File: src/rtl/psram_access_arbiter_if.sv
// Bus bundle between the two PSRAM requesters, the arbiter and the PSRAM controller command port.
// Handshake: a requester holds rq high while it wants the memory and may pulse cmd_en only
// while its ack is high; each cmd_en cycle is one command, and there is no ready back-pressure.
interface psram_access_arbiter_if #(
  parameter int ADDR_WIDTH = 21
);
  logic                  mem_ready;
  logic                  wr_rq;
  logic                  wr_cmd_en;
  logic [ADDR_WIDTH-1:0] wr_addr;
  logic                  wr_ack;
  logic                  rd_rq;
  logic                  rd_cmd_en;
  logic [ADDR_WIDTH-1:0] rd_addr;
  logic                  rd_ack;
  logic                  mem_cmd_en;
  logic                  mem_cmd;
  logic [ADDR_WIDTH-1:0] mem_addr;
  logic                  err_cmd;
  logic                  err_timeout;

  modport slave (
    input  mem_ready,
    input  wr_rq, wr_cmd_en, wr_addr,
    input  rd_rq, rd_cmd_en, rd_addr,
    output wr_ack, rd_ack,
    output mem_cmd_en, mem_cmd, mem_addr,
    output err_cmd, err_timeout
  );

  modport master (
    output mem_ready,
    output wr_rq, wr_cmd_en, wr_addr,
    output rd_rq, rd_cmd_en, rd_addr,
    input  wr_ack, rd_ack,
    input  mem_cmd_en, mem_cmd, mem_addr,
    input  err_cmd, err_timeout
  );
endinterface

File: src/rtl/psram_access_arbiter.sv
// Two-requester round-robin arbiter for a single PSRAM command port, with a bounded hold time
// per grant and sticky error flags for stray strobes and forced releases.
module psram_access_arbiter #(
  parameter int ADDR_WIDTH = 21,
  parameter int MAX_HOLD   = 64
) (
  input  logic                  clk,
  input  logic                  reset,
  psram_access_arbiter_if.slave bus,
  output logic [1:0]            dbg_state
);

  typedef enum logic [1:0] {
    IDLE    = 2'd0,
    GRANT   = 2'd1,
    RELEASE = 2'd2
  } state_t;

  localparam logic [7:0] HOLD_LAST = 8'(MAX_HOLD - 1);

  state_t                state_q, state_d;
  logic                  owner_q, owner_d;
  logic                  last_owner_q, last_owner_d;
  logic [7:0]            hold_q, hold_d;
  logic                  timeout_hit;
  logic                  wr_ack_q, rd_ack_q;
  logic [ADDR_WIDTH-1:0] addr_q;
  logic                  err_cmd_q, err_timeout_q;

  logic                  in_grant;
  logic                  owner_rq;
  logic                  owner_cmd_en;
  logic [ADDR_WIDTH-1:0] owner_addr;
  logic                  stray_strobe;

  assign in_grant     = (state_q == GRANT);
  assign owner_rq     = owner_q ? bus.rd_rq     : bus.wr_rq;
  assign owner_cmd_en = owner_q ? bus.rd_cmd_en : bus.wr_cmd_en;
  assign owner_addr   = owner_q ? bus.rd_addr   : bus.wr_addr;

  // Any strobe that does not come from the current owner during GRANT is dropped and flagged.
  assign stray_strobe = (bus.wr_cmd_en && !(in_grant && !owner_q)) ||
                        (bus.rd_cmd_en && !(in_grant &&  owner_q));

  always_comb begin
    state_d      = state_q;
    owner_d      = owner_q;
    last_owner_d = last_owner_q;
    hold_d       = hold_q;
    timeout_hit  = 1'b0;
    unique case (state_q)
      IDLE: begin
        if (bus.mem_ready && (bus.wr_rq || bus.rd_rq)) begin
          state_d = GRANT;
          hold_d  = 8'd0;
          if (bus.wr_rq && bus.rd_rq) owner_d = ~last_owner_q;
          else                        owner_d = bus.rd_rq;
        end
      end
      GRANT: begin
        if (hold_q != 8'hFF) hold_d = hold_q + 8'd1;
        if (!owner_rq) begin
          state_d = RELEASE;
        end else if (hold_q == HOLD_LAST) begin
          state_d     = RELEASE;
          timeout_hit = 1'b1;
        end
      end
      RELEASE: begin
        last_owner_d = owner_q;
        state_d      = IDLE;
      end
      default: state_d = IDLE;
    endcase
  end

  always_ff @(posedge clk or posedge reset) begin
    if (reset) begin
      state_q       <= IDLE;
      owner_q       <= 1'b0;
      last_owner_q  <= 1'b1;
      hold_q        <= 8'd0;
      wr_ack_q      <= 1'b0;
      rd_ack_q      <= 1'b0;
      addr_q        <= '0;
      err_cmd_q     <= 1'b0;
      err_timeout_q <= 1'b0;
    end else begin
      state_q      <= state_d;
      owner_q      <= owner_d;
      last_owner_q <= last_owner_d;
      hold_q       <= hold_d;
      wr_ack_q     <= (state_d == GRANT) && !owner_d;
      rd_ack_q     <= (state_d == GRANT) &&  owner_d;
      // Remember the owner's last address so mem_addr stays stable between grants.
      if (in_grant) addr_q <= owner_addr;
      if (stray_strobe) err_cmd_q     <= 1'b1;
      if (timeout_hit)  err_timeout_q <= 1'b1;
    end
  end

  assign bus.wr_ack      = wr_ack_q;
  assign bus.rd_ack      = rd_ack_q;
  assign bus.mem_cmd_en  = in_grant && owner_cmd_en;
  assign bus.mem_cmd     = in_grant && !owner_q;
  assign bus.mem_addr    = in_grant ? owner_addr : addr_q;
  assign bus.err_cmd     = err_cmd_q;
  assign bus.err_timeout = err_timeout_q;
  assign dbg_state       = state_q;

endmodule

File: src/flat_wrapper.sv
// flat-port wrapper written by rule: the top's interface ports become plain ports
module psram_access_arbiter_flat 
#(
  parameter int ADDR_WIDTH = 21,
  parameter int MAX_HOLD   = 64
)
  (clk, reset, dbg_state, bus_mem_ready, bus_wr_rq, bus_wr_cmd_en, bus_wr_addr, bus_rd_rq, bus_rd_cmd_en, bus_rd_addr, bus_wr_ack, bus_rd_ack, bus_mem_cmd_en, bus_mem_cmd, bus_mem_addr, bus_err_cmd, bus_err_timeout);
  psram_access_arbiter_if #(.ADDR_WIDTH(ADDR_WIDTH)) bus_i ();
  input  logic clk;
  input  logic reset;
  output logic [1:0] dbg_state;
  input wire logic [$bits(bus_i.mem_ready)-1:0] bus_mem_ready;
  input wire logic [$bits(bus_i.wr_rq)-1:0] bus_wr_rq;
  input wire logic [$bits(bus_i.wr_cmd_en)-1:0] bus_wr_cmd_en;
  input wire logic [$bits(bus_i.wr_addr)-1:0] bus_wr_addr;
  input wire logic [$bits(bus_i.rd_rq)-1:0] bus_rd_rq;
  input wire logic [$bits(bus_i.rd_cmd_en)-1:0] bus_rd_cmd_en;
  input wire logic [$bits(bus_i.rd_addr)-1:0] bus_rd_addr;
  output wire logic [$bits(bus_i.wr_ack)-1:0] bus_wr_ack;
  output wire logic [$bits(bus_i.rd_ack)-1:0] bus_rd_ack;
  output wire logic [$bits(bus_i.mem_cmd_en)-1:0] bus_mem_cmd_en;
  output wire logic [$bits(bus_i.mem_cmd)-1:0] bus_mem_cmd;
  output wire logic [$bits(bus_i.mem_addr)-1:0] bus_mem_addr;
  output wire logic [$bits(bus_i.err_cmd)-1:0] bus_err_cmd;
  output wire logic [$bits(bus_i.err_timeout)-1:0] bus_err_timeout;
  assign bus_i.mem_ready = bus_mem_ready;
  assign bus_i.wr_rq = bus_wr_rq;
  assign bus_i.wr_cmd_en = bus_wr_cmd_en;
  assign bus_i.wr_addr = bus_wr_addr;
  assign bus_i.rd_rq = bus_rd_rq;
  assign bus_i.rd_cmd_en = bus_rd_cmd_en;
  assign bus_i.rd_addr = bus_rd_addr;
  assign bus_wr_ack = bus_i.wr_ack;
  assign bus_rd_ack = bus_i.rd_ack;
  assign bus_mem_cmd_en = bus_i.mem_cmd_en;
  assign bus_mem_cmd = bus_i.mem_cmd;
  assign bus_mem_addr = bus_i.mem_addr;
  assign bus_err_cmd = bus_i.err_cmd;
  assign bus_err_timeout = bus_i.err_timeout;
  psram_access_arbiter #(.ADDR_WIDTH(ADDR_WIDTH), .MAX_HOLD(MAX_HOLD)) u_core (.clk(clk), .reset(reset), .bus(bus_i), .dbg_state(dbg_state));
endmodule
File: config.mk
export PLATFORM = sky130hd
export DESIGN_NAME = psram_access_arbiter_flat
export DESIGN_NICKNAME = d
export VERILOG_FILES = /design/src/rtl/psram_access_arbiter_if.sv /design/src/rtl/psram_access_arbiter.sv /design/src/flat_wrapper.sv
export SDC_FILE = /design/constraint.sdc
export NUM_CORES = 1
export LEC_CHECK = 0
export ABC_CLOCK_PERIOD_IN_PS = 2300
export BUFFER_PORTS_ARGS = -buffer_cell sky130_fd_sc_hd__buf_2
export CORE_ASPECT_RATIO = 1.4
export CORE_MARGIN = 2
export CORE_UTILIZATION = 47
export DETAILED_ROUTE_END_ITERATION = 8
export PLACE_DENSITY = 0.9
export SYNTH_ARGS = -nofsm -noshare
export SYNTH_HDL_FRONTEND = slang
export SYNTH_SLANG_ARGS = --single-unit
File: constraint.sdc
create_clock -name clk -period 2.3 [get_ports clk]
set_clock_uncertainty 0.2 [all_clocks]
set_input_delay 0.46 -clock clk [delete_from_list [all_inputs] [get_ports clk]]
set_output_delay 0.46 -clock clk [all_outputs]
set_load 0.01 [all_outputs]
==> flow_summary_export.csv <==
group,metric,value,unit
outcome,outcome,"finished, final reports clean",
synth,synthesis.yosys.warnings,0,
final_layout,layout.cells.most_common_list,"sky130_fd_sc_hd__buf_2, sky130_fd_sc_hd__dfrtp_1, sky130_fd_sc_hd__nand2_1",
power_and_ir_drop,post-layout-total-power,2.871,mW
setup_path,timing.rr.end,"u_core.hold_q[4]",
synth,ys_seq_elements,37,
setup_path,reg2reg_setup_slack,0.32,ns
placement,place_worst_setup_slack,0.2747,ns
synth,synthesis.area,1793,sq um
setup_path,crit_path_cell_trace,"nand2b_4 > buf_12 > o21ai_0 > buf_2",
detailed_routing,vias,1615,
sta,worst_slew_margin_rel,69.89,%
power_and_ir_drop,power_leakage,1.201,nW
final_layout,inserted_diodes,0,
sta,final.period_utilization,94.70,%
sta,hold_viol_final,0,
setup_path,worst_setup_path_start_kind,"register",
placement,place_congestion,0.8070,
clock_tree,clockBufferDepth,2,
setup_path,worst_path_max_delay_cell,"sky130_fd_sc_hd__dfrtp_2",
clock_tree,numClockSinks,37,
setup_path,critical-path-top-delay-family,"flip-flops",
sta,setup-violations-final,0,
power_and_ir_drop,peakVddDrop,0.7916,mV
sta,tightest_slew,0.4516,ns
final_layout,syn2layout_area_growth,28.54,%
placement,place.detailed.hpwl,3.177,mm
die,floorplan.core_area,3643,sq um
global_route,vias_in_the_first_global_route,1531,
final_layout,net_count_final,307,
synth,post_synth_inst_count,179,
setup_path,worstPathMaxFanout,47,
setup_path,worstPathRequired,1.64,ns
detailed_routing,postRouteWirelength,4.121,mm
global_route,grt_use_total,19.93,%
clock_tree,clk_latency,0.29,ns
sta,setup-tns-final,0,ns
global_route,global_route.overflow_total,0,
detailed_routing,post-route-drc-count,0,
global_route,antenna_found_initial,0,
clock_tree,path_clk_slew,0.07,ns
sta,postLayoutSetupSlackWorst,0.1219,ns
die,ios,78,
synth,average_footprint_of_a_synthesized_cell,10.02,sq um
die,fp.dieH,77.08,um
setup_path,critical_path_class,"register to output port",
clock_tree,cts.htree.levels,2,
setup_path,cp-end-kind,"output port",
synth,number_of_enable_flip_flop_cells_after_synthesis,0,
setup_path,critPathArrivalTime,1.52,ns
sta,pins_over_their_slew_limit,0,
global_route,grt_start_max_net_pins,48,
sta,fmaxAchievable,459.1,MHz
sta,layout_min_cycle_time,2.178,ns
die,die_w,56.20,um
clock_tree,clock_buffers_created_by_tritoncts,5,
clock_tree,tritoncts_clock_tree,"done",
die,design.die.area,4332,sq um
synth,netlist-cell-type-count,37,
final_layout,final_layout_size_suffix_gt1_share,36.72,%
sta,rsz0062_at_grt,"false",
detailed_routing,drt_first_iter_violations,33,
power_and_ir_drop,power_per_cell_area,1246,nW/um^2
die,start_util,49.21,%
synth,ys.flop_type,"sky130_fd_sc_hd__dfrtp_1",
synth,synth-seq-area-share,51.71,%
setup_path,worst_r2r_startpoint,"u_core.hold_q[0]",
synth,synth_async_reset_ratio,100.0,%
die,std_cell_rows,26,
detailed_routing,detailedRoute.firstPassIterationCount,4,
global_route,grt_first_pass_wirelength,6.686,mm
detailed_routing,viasPerCell,5.419,
setup_path,worstRegToRegCells,5,
hold_path,worst_hold_check_path_type,"primary input to asynchronous set/reset pin",
job,cap_viol_max_count,0,
setup_path,critPathBufInv,2,
final_layout,final_common_cell,"sky130_fd_sc_hd__buf_2",
detailed_routing,drt.antenna.violating_nets,0,
final_layout,final_core_util,63.26,%
clock_tree,cts-root-buf,"sky130_fd_sc_hd__clkbuf_8",
synth,number_of_nets_produced_by_synthesis,229,
detailed_routing,routed_wire_length_per_instance,13.83,um
placement,place.port_buffers,77,
setup_path,cpPeakStageDelay,0.47,ns
-- report_power, final --
group	leakage [nW]	total [mW]	internal, mW	switching (mW)
clock	0.0399	0.413	0.199	0.214
sequential	0.464	1.02	0.909	0.113
combinational	0.697	1.44	0.599	0.837
-- metrics by stage --
step,hold WS [ns],area (sq um),instances
2_1_floorplan,0.2710,1793,179
4_1_cts,0.07863,2296,298
6_report,0.06271,2305,298
3_3_place_gp,0.2562,2222,292
3_5_place_dp,0.2658,2222,292
5_1_grt,0.1060,2305,298
-- repair_timing --
action,4_1_cts,5_1_grt
hold buffers,0,0
resized for setup,2,12
gates cloned,0,0
endpoints found under the setup margin,2,21
buffers inserted,0,0
-- worst reg2reg max path, stage by stage, from the launching register on --
cell                       delay [ns]
sky130_fd_sc_hd__dfrtp_1         0.41
sky130_fd_sc_hd__ha_1            0.23
sky130_fd_sc_hd__and2_1          0.22
sky130_fd_sc_hd__and4_4          0.24
sky130_fd_sc_hd__or4_1           0.47
sky130_fd_sc_hd__a21boi_1        0.15
-- cell type report --
| type | count | area [sq um] |
|---|---|---|
| clock buffers | 5 | 68.82 |
| clock inverters | 1 | 5.005 |
| fillers | 308 | 1339 |
| inverters | 5 | 18.77 |
| multi-input cells | 127 | 803.3 |
| flip-flops and latches | 37 | 928.4 |
| well taps | 42 | 52.55 |
| repair buffers | 81 | 427.9 |
-- flip-flops by register name (all words and copies together) (netlist names) --
register                cells
u_core.hold_q               8
u_core.bus.err_timeout      1
u_core.addr_q              21
u_core.bus.wr_ack           1
u_core.bus.rd_ack           1
u_core.owner_q              1
u_core.bus.err_cmd          1
u_core.last_owner_q         1
u_core.dbg_state            2
-- cell families after synthesis --
family	Yosys count	share of synthesized area, %
and+or+nand+nor	52	13.33
adders and majority gates	1	0.6977
DFF	37	51.71
buffers and inverters	15	3.908
muxes	25	14.10
AOI/OAI and AO/OA	49	16.26
-- synth_stat cells, types with 2 or more instances --
master / n / area, sq um
sky130_fd_sc_hd__dfrtp_1: 36 / 900.9
sky130_fd_sc_hd__nand2_1: 30 / 112.6
sky130_fd_sc_hd__o21ai_0: 28 / 140.1
sky130_fd_sc_hd__mux2i_1: 23 / 230.2
sky130_fd_sc_hd__nor2_1: 7 / 26.28
sky130_fd_sc_hd__clkbuf_1: 5 / 18.77
sky130_fd_sc_hd__inv_1: 5 / 18.77
sky130_fd_sc_hd__a21oi_1: 4 / 20.02
sky130_fd_sc_hd__a21boi_0: 3 / 22.52
sky130_fd_sc_hd__nand3_1: 3 / 15.01
sky130_fd_sc_hd__o31ai_1: 3 / 22.52
sky130_fd_sc_hd__a21boi_1: 2 / 15.01
sky130_fd_sc_hd__buf_2: 2 / 10.01
sky130_fd_sc_hd__mux2_2: 2 / 22.52
sky130_fd_sc_hd__nor2b_1: 2 / 12.51
sky130_fd_sc_hd__o21bai_1: 2 / 15.01
sky130_fd_sc_hd__or4_1: 2 / 15.01
-- worst max-delay path by stage --
stage | from | endpoint | depth (start not counted)
3_3_place_gp | u_core.dbg_state[1] | bus_mem_addr[3] | 4
4_1_cts | u_core.dbg_state[1] | bus_mem_addr[6] | 4
6_report | u_core.dbg_state[1] | bus_mem_addr[12] | 4
2_1_floorplan | u_core.dbg_state[1] | bus_mem_addr[14] | 5
5_1_grt | u_core.dbg_state[1] | bus_mem_addr[7] | 5
3_5_place_dp | u_core.dbg_state[1] | bus_mem_addr[3] | 4
-- routing by layer --
layer | up-vias | wire (um) | GRT usage (%)
li1 | 788 | - | -
met1 | 749 | 1531 | 20.55
met2 | 65 | 2178 | 35.06
met3 | 13 | 278 | 6.577
met4 | 0 | 131 | 10.48
met5 | - | 0 | 0
(Power assumes the default switching activity.)
